[config.mk]
export PLATFORM = sky130hd
export DESIGN_NAME = fetch_unit
export DESIGN_NICKNAME = d
export VERILOG_FILES = /design/src/rtl/mips_pkg.sv /design/src/rtl/fetch_unit_if_id_reg.sv /design/src/rtl/fetch_unit.sv
export SDC_FILE = /design/constraint.sdc
export NUM_CORES = 1
export LEC_CHECK = 0
export BUFFER_PORTS_ARGS = -buffer_cell sky130_fd_sc_hd__buf_2
export CAP_MARGIN = 20
export CORE_ASPECT_RATIO = 1.2
export CORE_MARGIN = 2
export CORE_UTILIZATION = 52
export DETAILED_ROUTE_END_ITERATION = 10
export PLACE_DENSITY_LB_ADDON = 0.25
export SLEW_MARGIN = 40
export SYNTH_ARGS = -nofsm -noshare
export SYNTH_HDL_FRONTEND = slang
export SYNTH_SLANG_ARGS = --single-unit
[constraint.sdc]
create_clock -name clock -period 2.2 [get_ports clock]
set_input_delay 0.11 -clock clock [delete_from_list [all_inputs] [get_ports clock]]
set_output_delay 0.11 -clock clock [all_outputs]
set_load 0.05 [all_outputs]
[src/rtl/mips_pkg.sv]
// Shared mips32 definitions: nop encoding, fetch FSM states, default reset PC.
package mips_pkg;

    localparam logic [31:0] NOP              = 32'h0000_0000;
    localparam logic [31:0] DEFAULT_RESET_PC = 32'h0000_0000;

    typedef enum logic [1:0] {
        FETCH    = 2'd0,
        WAIT_MEM = 2'd1,
        DRAIN    = 2'd2
    } fetch_state_t;

    // Low two bits of a branch/jump target are don't-care; force word alignment.
    function automatic logic [31:0] word_align(input logic [31:0] addr);
        return addr & 32'hFFFF_FFFC;
    endfunction

endpackage

[src/rtl/fetch_unit_if_id_reg.sv]
// IF/ID pipeline register. Priority: reset > hold > flush (bubble) > load.
module if_id_reg
    import mips_pkg::*;
(
    input  logic        clock,
    input  logic        reset,
    input  logic        hold,
    input  logic        flush,
    input  logic        load,
    input  logic [31:0] instr,
    input  logic [31:0] pc4,
    output logic [31:0] if_id_instr,
    output logic [31:0] if_id_pc4,
    output logic        if_id_valid
);

    logic [31:0] instr_reg;
    logic [31:0] pc4_reg;
    logic        valid_reg;

    always_ff @(posedge clock) begin
        if (reset) begin
            instr_reg <= NOP;
            pc4_reg   <= '0;
            valid_reg <= 1'b0;
        end else if (!hold) begin
            if (flush) begin
                instr_reg <= NOP;
                pc4_reg   <= '0;
                valid_reg <= 1'b0;
            end else if (load) begin
                instr_reg <= instr;
                pc4_reg   <= pc4;
                valid_reg <= 1'b1;
            end
        end
    end

    assign if_id_instr = instr_reg;
    assign if_id_pc4   = pc4_reg;
    assign if_id_valid = valid_reg;

endmodule

[src/rtl/fetch_unit.sv]
// mips32 instruction-fetch stage: PC, imem request handshake, branch redirect
// with wrong-path squash, and IF/ID register control.
module fetch_unit
    import mips_pkg::*;
#(
    parameter logic [31:0] RESET_PC = DEFAULT_RESET_PC
) (
    input  logic        clock,
    input  logic        reset,
    input  logic        isBranch,
    input  logic [31:0] target,
    input  logic        stall,
    output logic [31:0] imem_addr,
    output logic        imem_req,
    input  logic        imem_ready,
    input  logic [31:0] imem_data,
    output logic [31:0] if_id_instr,
    output logic [31:0] if_id_pc4,
    output logic        if_id_valid
);

    fetch_state_t state_reg;
    logic [31:0]  pc_reg;
    logic [31:0]  saved_reg;
    logic         req_reg;

    logic [31:0]  target_aligned;
    logic [31:0]  pc_plus4;
    logic         ifid_hold;
    logic         ifid_flush;
    logic         ifid_load;

    assign target_aligned = word_align(target);
    assign pc_plus4       = pc_reg + 32'd4;

    // The address bus is purely the PC register, so it cannot move mid-request.
    assign imem_addr = pc_reg;
    assign imem_req  = req_reg;

    always_comb begin
        ifid_hold  = 1'b1;
        ifid_flush = 1'b0;
        ifid_load  = 1'b0;
        if (req_reg) begin
            if (state_reg == DRAIN) begin
                ifid_hold  = stall;
                ifid_flush = !stall;
            end else if (!stall) begin
                ifid_hold = 1'b0;
                if (!isBranch && imem_ready) begin
                    ifid_load = 1'b1;
                end else begin
                    ifid_flush = 1'b1;
                end
            end
        end
    end

    always_ff @(posedge clock) begin
        if (reset) begin
            state_reg <= FETCH;
            pc_reg    <= RESET_PC;
            saved_reg <= '0;
            req_reg   <= 1'b0;
        end else begin
            req_reg <= 1'b1;
            // Nothing is outstanding in the first cycle after reset, so responses are ignored.
            if (req_reg) begin
                case (state_reg)
                    FETCH, WAIT_MEM: begin
                        if (!stall) begin
                            if (isBranch) begin
                                if (imem_ready) begin
                                    pc_reg    <= target_aligned;
                                    state_reg <= FETCH;
                                end else begin
                                    saved_reg <= target_aligned;
                                    state_reg <= DRAIN;
                                end
                            end else if (imem_ready) begin
                                pc_reg    <= pc_plus4;
                                state_reg <= FETCH;
                            end else begin
                                state_reg <= WAIT_MEM;
                            end
                        end
                    end
                    DRAIN: begin
                        // A newer branch decision replaces the saved target, even on the drain cycle.
                        if (isBranch && !stall) begin
                            saved_reg <= target_aligned;
                        end
                        if (imem_ready) begin
                            pc_reg    <= (isBranch && !stall) ? target_aligned : saved_reg;
                            state_reg <= FETCH;
                        end
                    end
                    default: state_reg <= FETCH;
                endcase
            end
        end
    end

    if_id_reg u_if_id_reg (
        .clock       (clock),
        .reset       (reset),
        .hold        (ifid_hold),
        .flush       (ifid_flush),
        .load        (ifid_load),
        .instr       (imem_data),
        .pc4         (pc_plus4),
        .if_id_instr (if_id_instr),
        .if_id_pc4   (if_id_pc4),
        .if_id_valid (if_id_valid)
    );

endmodule

# After elaboration in Yosys (flattened, before gate mapping)
# Cells that the tools add are included.
# Widths: inputs -> output; s select.
dict set report totals {
  reg_bits 132
  word_cells 63
  out_inout_bits 98
}
dict set report op_classes {
  add_sub_neg 1
  bitwise 1
  reduce_logical 12
  n_mux 35
  n_eq_ne 7
}
# operator count
set ops {}
lappend ops {{$mux 32} 13}
lappend ops {{$pmux 32 s2} 2}
lappend ops {{$add 32x3->32 const B} 1}
lappend ops {{$mux 1} 15}
lappend ops {{$ne 2x2->1 const B} 5}
lappend ops {{$reduce_and 5->1} 2}
lappend ops {{$mux 2} 4}
lappend ops {{$pmux 2 s2} 1}
lappend ops {{$reduce_bool 2->1} 2}
lappend ops {{$reduce_and 3->1} 1}
lappend ops {{$eq 2x1->1 const B} 1}
lappend ops {{$eq 2x2->1 const B} 1}
lappend ops {{$logic_and 1x1->1} 2}
lappend ops {{$logic_not 1->1} 2}
lappend ops {{$logic_not 2->1} 1}
lappend ops {{$reduce_and 2->1} 1}
lappend ops {{$reduce_or 2->1} 1}
lappend ops {{$not 1->1} 1}

# Longest topological paths before layout
# Gate-level depths: netlist of run 1.
dict set report logic_depth {
  depth_word 8
  depth_mapped 8
}

# Cells and area by module
# From an unflattened synthesis of run 1, not the netlist that was laid out.
dict set report hier_totals {
  cells_unflattened 823
  area_unflattened_um2 7164.4
}
# mod area_each_um2 n_inst cells_each
set modules_own_cells {}
lappend modules_own_cells {fetch_unit 4219.0 1 532}
lappend modules_own_cells {if_id_reg 2945.3 1 291}

# Worst setup path after synthesis of run 1
# No wires, ideal clock.
dict set report synth_timing {
  kind {register to register}
  startpoint {reg pc_reg[2] (netlist: imem_addr[2])}
  endpoint {reg pc_reg[20] (netlist: imem_addr[20])}
  synth_period_minus_slack_ps 2259
  setup_time_ps 95
  arrival_time_ps 2163
  slack_ps -59
  path_stages_with_launch 7
  required_ps 2105
  cell_sequence {dfxtp_1 > ha_1 > nand4_1 > nor3_2 > nand2_1 > a21o_1 > a221oi_1}
}
dict set report synth_between {
  elab_chain_cells 5
}
# element line_no
set synth_lines {}
lappend synth_lines {{start, declared} fetch_unit.sv:23} ;# logic [31:0] pc_reg;
lappend synth_lines {{start signal, assigned} fetch_unit.sv:74} ;# pc_reg <= target_aligned;
lappend synth_lines {{start signal, assigned} fetch_unit.sv:81} ;# pc_reg <= pc_plus4;
lappend synth_lines {{start signal, assigned} fetch_unit.sv:94} ;# pc_reg <= (isBranch && !stall) ? target_aligned : saved_reg;
lappend synth_lines {{$add 32x3->32} fetch_unit.sv:34} ;# assign pc_plus4 = pc_reg + 32'd4;
lappend synth_lines {{$mux 32} fetch_unit.sv:80} ;# end else if (imem_ready) begin
lappend synth_lines {{$mux 32} fetch_unit.sv:72} ;# if (isBranch) begin
lappend synth_lines {{$mux 32} fetch_unit.sv:71} ;# if (!stall) begin
lappend synth_lines {{$pmux 32 s2} fetch_unit.sv:69} ;# case (state_reg)
# No other way between the ends. The select of a mux whose other input is x is not followed.
# A chain may end at the register's enable or synchronous reset.

# Worst setup path in the final report of run 1
dict set report layout_timing {
  startpoint {reg state_reg[1]}
  endpoint {reg pc_reg[26] (netlist: imem_addr[26])}
}
dict set report layout_between {
  elab_chain_cells 4
  elab_cells_between_ends 10
  cone_classes {eq/ne (5); mux (1); reduce/logical (4)}
}
# element line_no
set layout_lines {}
lappend layout_lines {{start, declared} fetch_unit.sv:22} ;# fetch_state_t state_reg;
lappend layout_lines {{start signal, assigned} fetch_unit.sv:61} ;# state_reg <= FETCH;
lappend layout_lines {{start signal, assigned} fetch_unit.sv:75} ;# state_reg <= FETCH;
lappend layout_lines {{start signal, assigned} fetch_unit.sv:78} ;# state_reg <= DRAIN;
lappend layout_lines {{$eq 2x1->1 / $logic_not 2->1 (equally long branches)} fetch_unit.sv:69}
lappend layout_lines {{$reduce_or 2->1} fetch_unit.sv:69}
lappend layout_lines {{$ne 2x2->1 (no line) / $reduce_bool 2->1 (equally long branches)} --}
lappend layout_lines {{$reduce_and 5->1 (no line)} --}
# Several ways; a longest one is shown, not always the timed one.

==> metrics.md, run 1 <==
| Metric | Value |
|---|---|
| Power Density | `755 nW/um2` |
| CTS tree | `done` |
| Die height | `119 um` |
| Seq cells post-synth | `132` |
| Worst rel slew slack | `64.3%` |
| R2R setup slack | `0.18 ns` |
| Crit. End Element | `register` |
| Area occupied by multi-input gates | `2880 um2` |
| Dominant synthesized flop cell | `dfxtp_1` |
| IO Count | `167` |
| Yosys top cell area share | `46.1%` |
| Worst-Skew Late Latency | `0.42 ns` |
| Fin nets | `994` |
| Setup violators final | `0` |
| Starting DRT DRC Count | `464` |
| Synthesized cell area | `5740 um2` |
| Post-synthesis area per instance | `8.33 um2` |
| Gr usage total | `30.0%` |
| Final Hold Vio Count | `0` |
| Worst-Margin Slew | `0.531 ns` |
| Setup TNS | `0 ns` |
| Hold WS | `0.119 ns` |
| Register area share after synthesis | `46.1%` |
| Initial Utilization | `52.7%` |
| Initial antenna violation count | `0` |
| Final HPWL from detailed placement | `11.8 mm` |
| Max Cap Viol | `0` |
| First-pass iteration count of the detailed router | `5` |
| Clock-pin slew on the worst setup and hold paths | `0.06 ns` |
| GPL Wtd Cong | `0.890` |
| RSZ-0062 raised after global routing | `false` |
| Number of synthesized flops with an enable pin | `0` |
| Ant. Diodes | `0` |
| Die width | `99.9 um` |
| Largest cells by area after synthesis | `dfxtp_1, nand2_1, a22oi_1` |
| Worst IR Drop VDD | `0.000556 V` |
| Clock root buffer master | `clkbuf_16` |
| Largest net degree at the start of global routing | `44` |
| Post-synth ARST share | `0%` |
| Critical path launch point type | `register` |
| DR vias | `6,127` |
| Die area | `11,900 um2` |
| Grt total ovfl | `0` |
| Area leader, netlist | `dfxtp_1` |
| Critical path origin | `state_reg[1]$_SDFFE_PP0P_` |
| Crit Path Class | `register to register` |
| Layout cells sized above 1 | `26.9%` |
| First-pass GRT wire length | `28.5 mm` |
| Core footprint | `10,900 um2` |
| Final ANT Viol Nets | `0` |
| Setup Buffers After CTS | `0` |
| Number of port buffers | `164` |
| Cells after synthesis | `689` |
| # DRC | `0` |
| Worst Skew | `0.00776 ns` |
| Total power | `0.00611 W` |
| Reg area | `2650 um2` |
| Critical-path maximum fanout | `19` |
| CTS max path bufs | `2` |
| Run status | `finished, final reports clean` |
| # rows | `42` |
| Leak | `3.41 nW` |
| Hold Crit Class | `input pin to register` |
| CTS buffer count | `17` |
| DR vias/cell | `5.73` |
| H-tree levels | `4` |
| Max Fclk | `0.496 GHz` |
| Ys Warns | `0` |
| Reg2reg start | `state_reg[1]$_SDFFE_PP0P_` |
| Drt total wl | `17.9 mm` |
| CTS Sinks | `132` |
| Area added between synthesis and finish | `41.1%` |
| Vias in the first global route | `5,912` |
| Fin. max-slew vios | `0` |
| HP Start | `imem_ready` |
| Fillers | `836` |
| Req. time, crit path | `2.52 ns` |
| DR WL/cell | `16.7 um` |
| Crit path time final | `2.02 ns` |
| Fin crit share | `91.6%` |
| Syn nets | `759` |
| Distinct cell type count after synthesis | `56` |
| Critical Path AT | `2.33 ns` |
-- final cells by class --
| cell class | count | area share (%) |
|---|---|---|
| well taps | 132 | 2.04 |
| multi-input cells | 497 | 35.5 |
| repair buffers | 265 | 21.7 |
| clock inverters | 15 | 2.23 |
| flip-flops and latches | 132 | 32.7 |
| inverters | 11 | 0.510 |
| clock buffers | 17 | 5.26 |
-- final timing paths --
| check | endpoint | cells after the start |
|---|---|---|
| max reg2reg | imem_addr[26]$_SDFFE_PP0P_ | 6 |
| min | state_reg[1]$_SDFFE_PP0P_ | 4 |
| max | imem_addr[26]$_SDFFE_PP0P_ | 6 |
| min reg2reg | u_if_id_reg.if_id_pc4[17]$_SDFFE_PP0P_ | 2 |
-- where the power goes --
part	leakage (nW)	internal, W	total (W)	switching, W
logic	2.05	0.000271	0.000710	0.000439
registers	1.07	0.00245	0.00251	0.0000636
clock network	0.290	0.00179	0.00289	0.00110
-- critical path, stage by stage, from the launching register on --
cell      delay (ns)
dfxtp_1         0.37
and2_1          0.21
or3_1           0.46
buf_4           0.24
a221oi_1        0.33
a21oi_1         0.12
o21a_1          0.17
-- metal layers --
metal / vias to the layer above / wire [um] / global-route usage, %
li1: 2942 / - / -
met1: 2863 / 7320 / 36.0
met2: 281 / 8720 / 50.5
met3: 41 / 1300 / 7.51
met4: 0 / 505 / 12.8
met5: - / 0 / 0
-- stage by stage --
step	setup slack, ns	area, um2	cells	util, %
2_1_floorplan	0.00450	5740	689	-
3_3_place_gp	0.216	6860	975	63.1
3_5_place_dp	0.143	6860	975	63.1
4_1_cts	0.129	8090	1069	74.3
5_1_grt	0.0208	8090	1069	74.4
6_report	0.185	8090	1069	74.4
-- Yosys cell counts, types with 2 or more instances --
cell,n
a211oi_1,4
a21o_1,3
a21oi_1,56
a221o_1,6
a221oi_1,12
a22o_1,2
a22oi_1,43
a32o_1,2
a32oi_1,2
a41o_1,2
and2_1,3
and3_1,6
buf_2,4
clkbuf_1,44
dfxtp_1,132
inv_1,11
mux2_2,2
mux2i_1,5
nand2_1,104
nand2b_1,5
nand3_1,18
nand4_1,12
nor2_1,72
nor2b_1,5
nor3_1,11
nor3_2,2
nor4_1,5
o21a_1,3
o21ai_0,44
o21ai_1,2
o221a_2,4
o221ai_1,2
o22ai_1,6
o32ai_1,2
or3_1,6
xnor2_1,17
xor2_1,11
-- what timing repair did --
item                                    4_1_cts  5_1_grt
endpoints found under the setup margin        0        1
gates resized for setup                       0        1
endpoints found under the hold margin        63        0
hold buffers                                 62        0
-- layout by cell type (no fill, tap or decap), types with 4 or more instances in the layout --
master           n
buf_2          164
dfxtp_1        129
nand2_1        104
nor2_1          72
dlygate4sd3_1   62
a21oi_1         56
o21ai_0         44
a22oi_1         43
buf_4           37
nand3_1         18
xnor2_1         17
clkbuf_16       17
nand4_1         12
inv_1           11
xor2_1          11
a221oi_1        11
nor3_1          10
and3_1           6
or3_1            6
o22ai_1          6
a221o_1          6
nand2b_1         5
nor2b_1          5
nor4_1           5
mux2i_1          5
a211oi_1         4
o221a_2          4
-- kinds of logic (layout without fill, tap and decap cells) --
family | after synthesis | after routing | synth area share, %
compound gates | 204 | 204 | 23.5
xor+xnor | 28 | 28 | 4.27
fa+ha+maj | 1 | 1 | 0.218
buf+inv | 60 | 308 | 4.01
flops | 132 | 132 | 46.1
mux | 7 | 7 | 1.27
simple gates | 257 | 257 | 20.7
(Power assumes the default switching activity.)
==> run 2, diff against run 1 <==
Settings changed: ABC_AREA set to 0, CORE_UTILIZATION 52 to 54, CTS_BUF_LIST set to sky130_fd_sc_hd__clkbuf_8.
==> metrics.md, run 2 (synthesis results as in run 1) <==
| Metric | Value |
|---|---|
| Fillers | `762` |
| Clock-pin slew on the worst setup and hold paths | `0.07 ns` |
| Max Fclk | `0.484 GHz` |
| Setup violators final | `0` |
| Gr usage total | `31.1%` |
| Req. time, crit path | `2.55 ns` |
| First-pass GRT wire length | `28.7 mm` |
| Die area | `11,500 um2` |
| Critical Path Slowest Stage Cell | `or3_1` |
| Initial antenna violation count | `0` |
| Leak | `3.33 nW` |
| Commonest non-fill, non-tap cells in the layout | `buf_2, dfxtp_1, nand2_1, nor2_1, dlygate4sd3_1` |
| Worst-Skew Late Latency | `0.45 ns` |
| Worst-Margin Slew | `0.696 ns` |
| Critical-path maximum fanout | `11` |
| WHS Path Cells | `4` |
| CTS tree | `done` |
| PostCTS Resize Cnt | `0` |
| Die width | `98.1 um` |
| R2R Path End | `imem_addr[13]$_SDFFE_PP0P_` |
| R2R setup slack | `0.13 ns` |
| Crit. End Element | `register` |
| Fin crit share | `93.9%` |
| Starting DRT DRC Count | `477` |
| Max stage delay on crit path | `0.42 ns` |
| Critical path launch point type | `register` |
| Inst Count DP | `968` |
| Fin. max-slew vios | `0` |
| Run status | `finished, final reports clean` |
| Fin nets | `990` |
| DR vias/cell | `5.86` |
| Hold Crit Class | `input pin to register` |
| H-tree levels | `4` |
| Ant. Diodes | `0` |
| Drt total wl | `17.9 mm` |
| Cells on worst reg2reg path | `6` |
| Max Cap Viol | `0` |
| Final Hold Vio Count | `0` |
| IO Count | `167` |
| Power Density | `723 nW/um2` |
| Final ANT Viol Nets | `0` |
| RSZ-0062 raised after global routing | `false` |
| Crit Path Class | `register to register` |
| Crit path time final | `2.07 ns` |
| Final HPWL from detailed placement | `11.5 mm` |
| Largest net degree at the start of global routing | `53` |
| Area added between synthesis and finish | `38.0%` |
| Setup TNS | `0 ns` |
| Critical-path cell list | `and2_1 -> or3_1 -> buf_4 -> a221oi_1 -> o21ai_0 -> o211a_1` |
| Critical Path AT | `2.41 ns` |
| Place WS | `0.229 ns` |
| Worst IR Drop VDD | `0.000511 V` |
| Clock root buffer master | `clkbuf_8` |
| CTS max path bufs | `2` |
| Most common cell after layout, fill and taps aside | `buf_2` |
| Layout cells sized above 1 | `26.5%` |
| First-pass iteration count of the detailed router | `6` |
| Hold WS | `0.0983 ns` |
| Reg2reg start | `state_reg[1]$_SDFFE_PP0P_` |
| Worst Skew | `0.00830 ns` |
| Grt total ovfl | `0` |
| Die height | `117 um` |
| Worst rel slew slack | `53.5%` |
| GPL Wtd Cong | `0.925` |
| HP Start | `imem_ready` |
| Number of port buffers | `164` |
| Final non-filler cell total | `1,062` |
| Post-route worst setup slack | `0.134 ns` |
| Vias in the first global route | `5,912` |
| CTS buffer count | `17` |
| # rows | `41` |
| DR vias | `6,222` |
| # DRC | `0` |
| Initial Utilization | `55.1%` |
| DR WL/cell | `16.8 um` |
| Core footprint | `10,400 um2` |
| Hold EP | `state_reg[1]$_SDFFE_PP0P_` |
| CTS Sinks | `132` |
run 2: worst max-delay path by stage:
stage,cells after the start,start,end
5_1_grt,6,imem_addr[2]$_SDFFE_PP0P_,imem_addr[18]$_SDFFE_PP0P_
3_3_place_gp,6,state_reg[1]$_SDFFE_PP0P_,imem_addr[27]$_SDFFE_PP0P_
6_report,6,state_reg[1]$_SDFFE_PP0P_,imem_addr[13]$_SDFFE_PP0P_
4_1_cts,6,imem_addr[2]$_SDFFE_PP0P_,imem_addr[18]$_SDFFE_PP0P_
2_1_floorplan,6,imem_addr[4]$_SDFFE_PP0P_,imem_addr[19]$_SDFFE_PP0P_
3_5_place_dp,6,state_reg[1]$_SDFFE_PP0P_,imem_addr[27]$_SDFFE_PP0P_
run 2: area by class of cell:
class                   instances  area, um2  share of cell area (%)
flip-flops and latches        132       2650                    33.4
clock inverters                14        248                    3.13
clock buffers                  18        248                    3.13
well taps                     129        161                    2.04
repair buffers                261       1700                    21.5
inverters                      11       41.3                   0.521
multi-input cells             497       2870                    36.2
run 2: worst max-delay path: cells and delay by family (launching register included):
kind            cells  cell delay, ns
compound gates      3            0.74
buf+inv             1            0.20
flops               1            0.39
simple gates        2            0.63
run 2: metal layers:
| metal | GRT usage, % | vias to the layer above | wire length [um] |
|---|---|---|---|
| li1 | - | 2938 | - |
| met1 | 37.6 | 2928 | 7270 |
| met2 | 52.0 | 319 | 8560 |
| met3 | 8.67 | 37 | 1600 |
| met4 | 14.3 | 0 | 435 |
| met5 | 0 | - | 0 |
run 2: per-stage QoR:
step	instance area (um2)	utilization, %	power (W)
finish	7920	76.0	0.00573
CTS	7920	76.0	0.00574
global route	7920	76.0	0.00592
global placement	6800	65.3	0.00315
detailed placement	6800	65.3	0.00316
floorplan	5740	-	0.00295
run 2: power by group:
part           switching, W  total [W]  internal, W
sequential        0.0000644    0.00251      0.00245
clock               0.00100    0.00251      0.00151
combinational      0.000439   0.000706     0.000267
total               0.00151    0.00573      0.00422
run 2: timing repair:
item | in CTS | in global routing
hold buffers | 62 | 0
hold endpoints to repair | 64 | 0
buffers inserted | 0 | 0
==> run 3, diff against run 2 <==
Settings changed: CELL_PAD_IN_SITES_DETAIL_PLACEMENT set to 0, CELL_PAD_IN_SITES_GLOBAL_PLACEMENT set to 2, CORE_UTILIZATION 54 to 33, SYNTH_HIERARCHICAL set to 1.
==> metrics.md, run 3 <==
| Metric | Value |
|---|---|
| Setup TNS | `0 ns` |
| PostCTS Resize Cnt | `0` |
| Clock root buffer master | `clkbuf_8` |
| Critical path launch point type | `register` |
| DR vias | `6,743` |
| Worst-Margin Slew | `0.548 ns` |
| Hold WS | `0.0281 ns` |
| Cell Int Power | `0.00385 W` |
| Setup violators final | `0` |
| Grt total ovfl | `0` |
| Worst IR Drop VDD | `0.000365 V` |
| Most frequent cell after synthesis | `dfxtp_1` |
| Yosys top cell area share | `36.9%` |
| Final non-filler cell total | `1,320` |
| Critical Path AT | `2.41 ns` |
| GPL Wtd Cong | `0.840` |
| Switching fraction of total power | `28.5%` |
| Critical-path maximum fanout | `6` |
| Crit. End Element | `register` |
| Power Density | `576 nW/um2` |
| Leak | `3.65 nW` |
| Worst Skew | `0.0137 ns` |
| DR WL/cell | `17.4 um` |
| CTS Sinks | `132` |
| Clk pwr share | `39.5%` |
| Initial Utilization | `33.4%` |
| R2R setup slack | `0.14 ns` |
| Seq cells post-synth | `132` |
| Synthesized cell area | `7160 um2` |
| HP Start | `target[26]` |
| Cells after synthesis | `823` |
| Net Switching | `0.00154 W` |
| Dominant synthesized flop cell | `dfxtp_1` |
| Number of synthesized flops with an enable pin | `0` |
| # DRC | `0` |
| Distinct cell type count after synthesis | `63` |
| First-pass GRT wire length | `36.0 mm` |
| Post-synthesis area per instance | `8.71 um2` |
| RSZ-0062 raised after global routing | `false` |
| Largest net degree at the start of global routing | `73` |
| Hold EP | `saved_reg[26]$_SDFFE_PP0P_` |
| DR vias/cell | `5.11` |
| Fin nets | `1,103` |
| Commonest non-fill, non-tap cells in the layout | `buf_2, dfxtp_1, inv_1, nand2b_1, nor2_1` |
| WHS Path Cells | `3` |
| Run status | `finished, final reports clean` |
| # rows | `59` |
| Worst-Skew Late Latency | `0.45 ns` |
| Final Hold Vio Count | `0` |
| IO Count | `167` |
| Gr usage total | `19.8%` |
| Die width | `139 um` |
| Max Cap Viol | `0` |
| Largest cells by area after synthesis | `dfxtp_1, o32ai_2, nand2b_1` |
| H-tree levels | `4` |
| Die area | `22,900 um2` |
| Initial antenna violation count | `0` |
| Ys Warns | `6` |
| Final HPWL from detailed placement | `16.2 mm` |
| Place WS | `0.141 ns` |
| Register area share after synthesis | `36.9%` |
| R2R Path End | `u_if_id_reg/if_id_pc4[21]$_SDFFE_PP0P_` |
| Seq pwr share | `46.4%` |
| Die height | `165 um` |
| Post-synth ARST share | `0%` |
| Cells on worst reg2reg path | `6` |
| Core footprint | `21,500 um2` |
| Crit Path Class | `register to register` |
| Area added between synthesis and finish | `30.6%` |
| Most common cell after layout, fill and taps aside | `buf_2` |
| Fin crit share | `93.6%` |
| Hold-fix buffers, CTS | `42` |
| Ant. Diodes | `0` |
| Vias in the first global route | `6,309` |
| First-pass iteration count of the detailed router | `4` |
| CTS buffer count | `17` |
| Number of port buffers | `164` |
| Part of the power in combinational logic | `14.2%` |
| Clock-pin slew on the worst setup and hold paths | `0.08 ns` |
| Layout cells sized above 1 | `33.0%` |
| Post-route worst setup slack | `0.141 ns` |
| Reg2reg start | `imem_addr[7]$_SDFFE_PP0P_` |
| Total power | `0.00539 W` |
| Worst rel slew slack | `63.5%` |
| Req. time, crit path | `2.55 ns` |
| Setup Buffers After CTS | `0` |
| Crit path time final | `2.06 ns` |
| CTS tree | `done` |
| Starting DRT DRC Count | `395` |
| Drt total wl | `23.0 mm` |
| Inst Count DP | `1,246` |
| Fin. max-slew vios | `0` |
| Top post-synthesis cells by count | `dfxtp_1, inv_1, nand2b_1` |
| Hold Crit Class | `input pin to register` |
| Syn nets | `893` |
| CTS max path bufs | `2` |
| Area leader, netlist | `dfxtp_1` |
| Final ANT Viol Nets | `0` |
| Max Fclk | `0.486 GHz` |
## run 3: cell count changes in the layout (fill, tap and decap cells not counted), moves of 19 or more
cell | previous run | this run
mux2_2 | 2 | 23
o32ai_2 | 0 | 30
nand2b_1 | 5 | 68
dfxtp_1 | 129 | 110
buf_4 | 35 | 54
o32ai_1 | 2 | 34
nand2_1 | 104 | 48
dlygate4sd3_1 | 62 | 42
inv_1 | 11 | 73
a21oi_1 | 56 | 29
a22oi_1 | 43 | 6
a211oi_1 | 4 | 29
## run 3: cells by family after synthesis
family,Yosys count,share of synthesized area [%]
and+or+nand+nor,255,19.5
AOI/OAI and AO/OA,227,26.0
buffers and inverters,146,8.89
DFF,132,36.9
muxes,34,5.15
xor gates and xnor gates,28,3.42
adders and majority gates,1,0.175
## run 3: cell type report
type                       count  area [um2]
fill                        2212       12100
multi-input combinational    545        3910
sequential                   132        2680
timing repair buffer         265        1750
tap                          274         343
clock buffer                  20         275
inverter                      72         270
clock inverter                12         128
## run 3: power groups by stage
stage | logic, W | registers (W) | clock network, W
global route | 0.000829 | 0.00251 | 0.00230
global placement | 0.000704 | 0.00255 | 0
CTS | 0.000766 | 0.00250 | 0.00220
finish | 0.000764 | 0.00250 | 0.00213
floorplan | 0.000364 | 0.00264 | 0
detailed placement | 0.000706 | 0.00255 | 0
## run 3: worst max-delay path, cell delays in order, from the launching register on
cell	delay [ns]
dfxtp_2	0.40
nand3_4	0.09
or4_1	0.66
or3_1	0.48
xnor2_1	0.17
nand2b_1	0.08
o32ai_1	0.09
## run 3: through the flow
stage	utilization, %	cell area [um2]
CTS	43.6	9360
global route	43.6	9360
floorplan	-	7210
global placement	39.7	8530
detailed placement	39.7	8530
finish	43.6	9360
## run 3: how the worst max path moves through the flow
stage / startpoint / end
after floorplan: imem_addr[6]$_SDFFE_PP0P_ / u_if_id_reg/if_id_pc4[21]$_SDFFE_PP0P_
after global placement: imem_addr[7]$_SDFFE_PP0P_ / u_if_id_reg/if_id_pc4[21]$_SDFFE_PP0P_
after detailed placement: imem_addr[7]$_SDFFE_PP0P_ / u_if_id_reg/if_id_pc4[21]$_SDFFE_PP0P_
after CTS: imem_addr[7]$_SDFFE_PP0P_ / u_if_id_reg/if_id_pc4[21]$_SDFFE_PP0P_
after global routing: imem_addr[11]$_SDFFE_PP0P_ / u_if_id_reg/if_id_pc4[21]$_SDFFE_PP0P_
final: imem_addr[7]$_SDFFE_PP0P_ / u_if_id_reg/if_id_pc4[21]$_SDFFE_PP0P_
## run 3: metal layers
| layer | vias up | global-route usage (%) | part of all wire (%) |
|---|---|---|---|
| met5 | - | 0 | 0 |
| met4 | 0 | 6.22 | 2.0 |
| met3 | 28 | 3.86 | 5.1 |
| met2 | 197 | 31.7 | 46 |
| met1 | 3125 | 27.2 | 47 |
| li1 | 3393 | - | - |
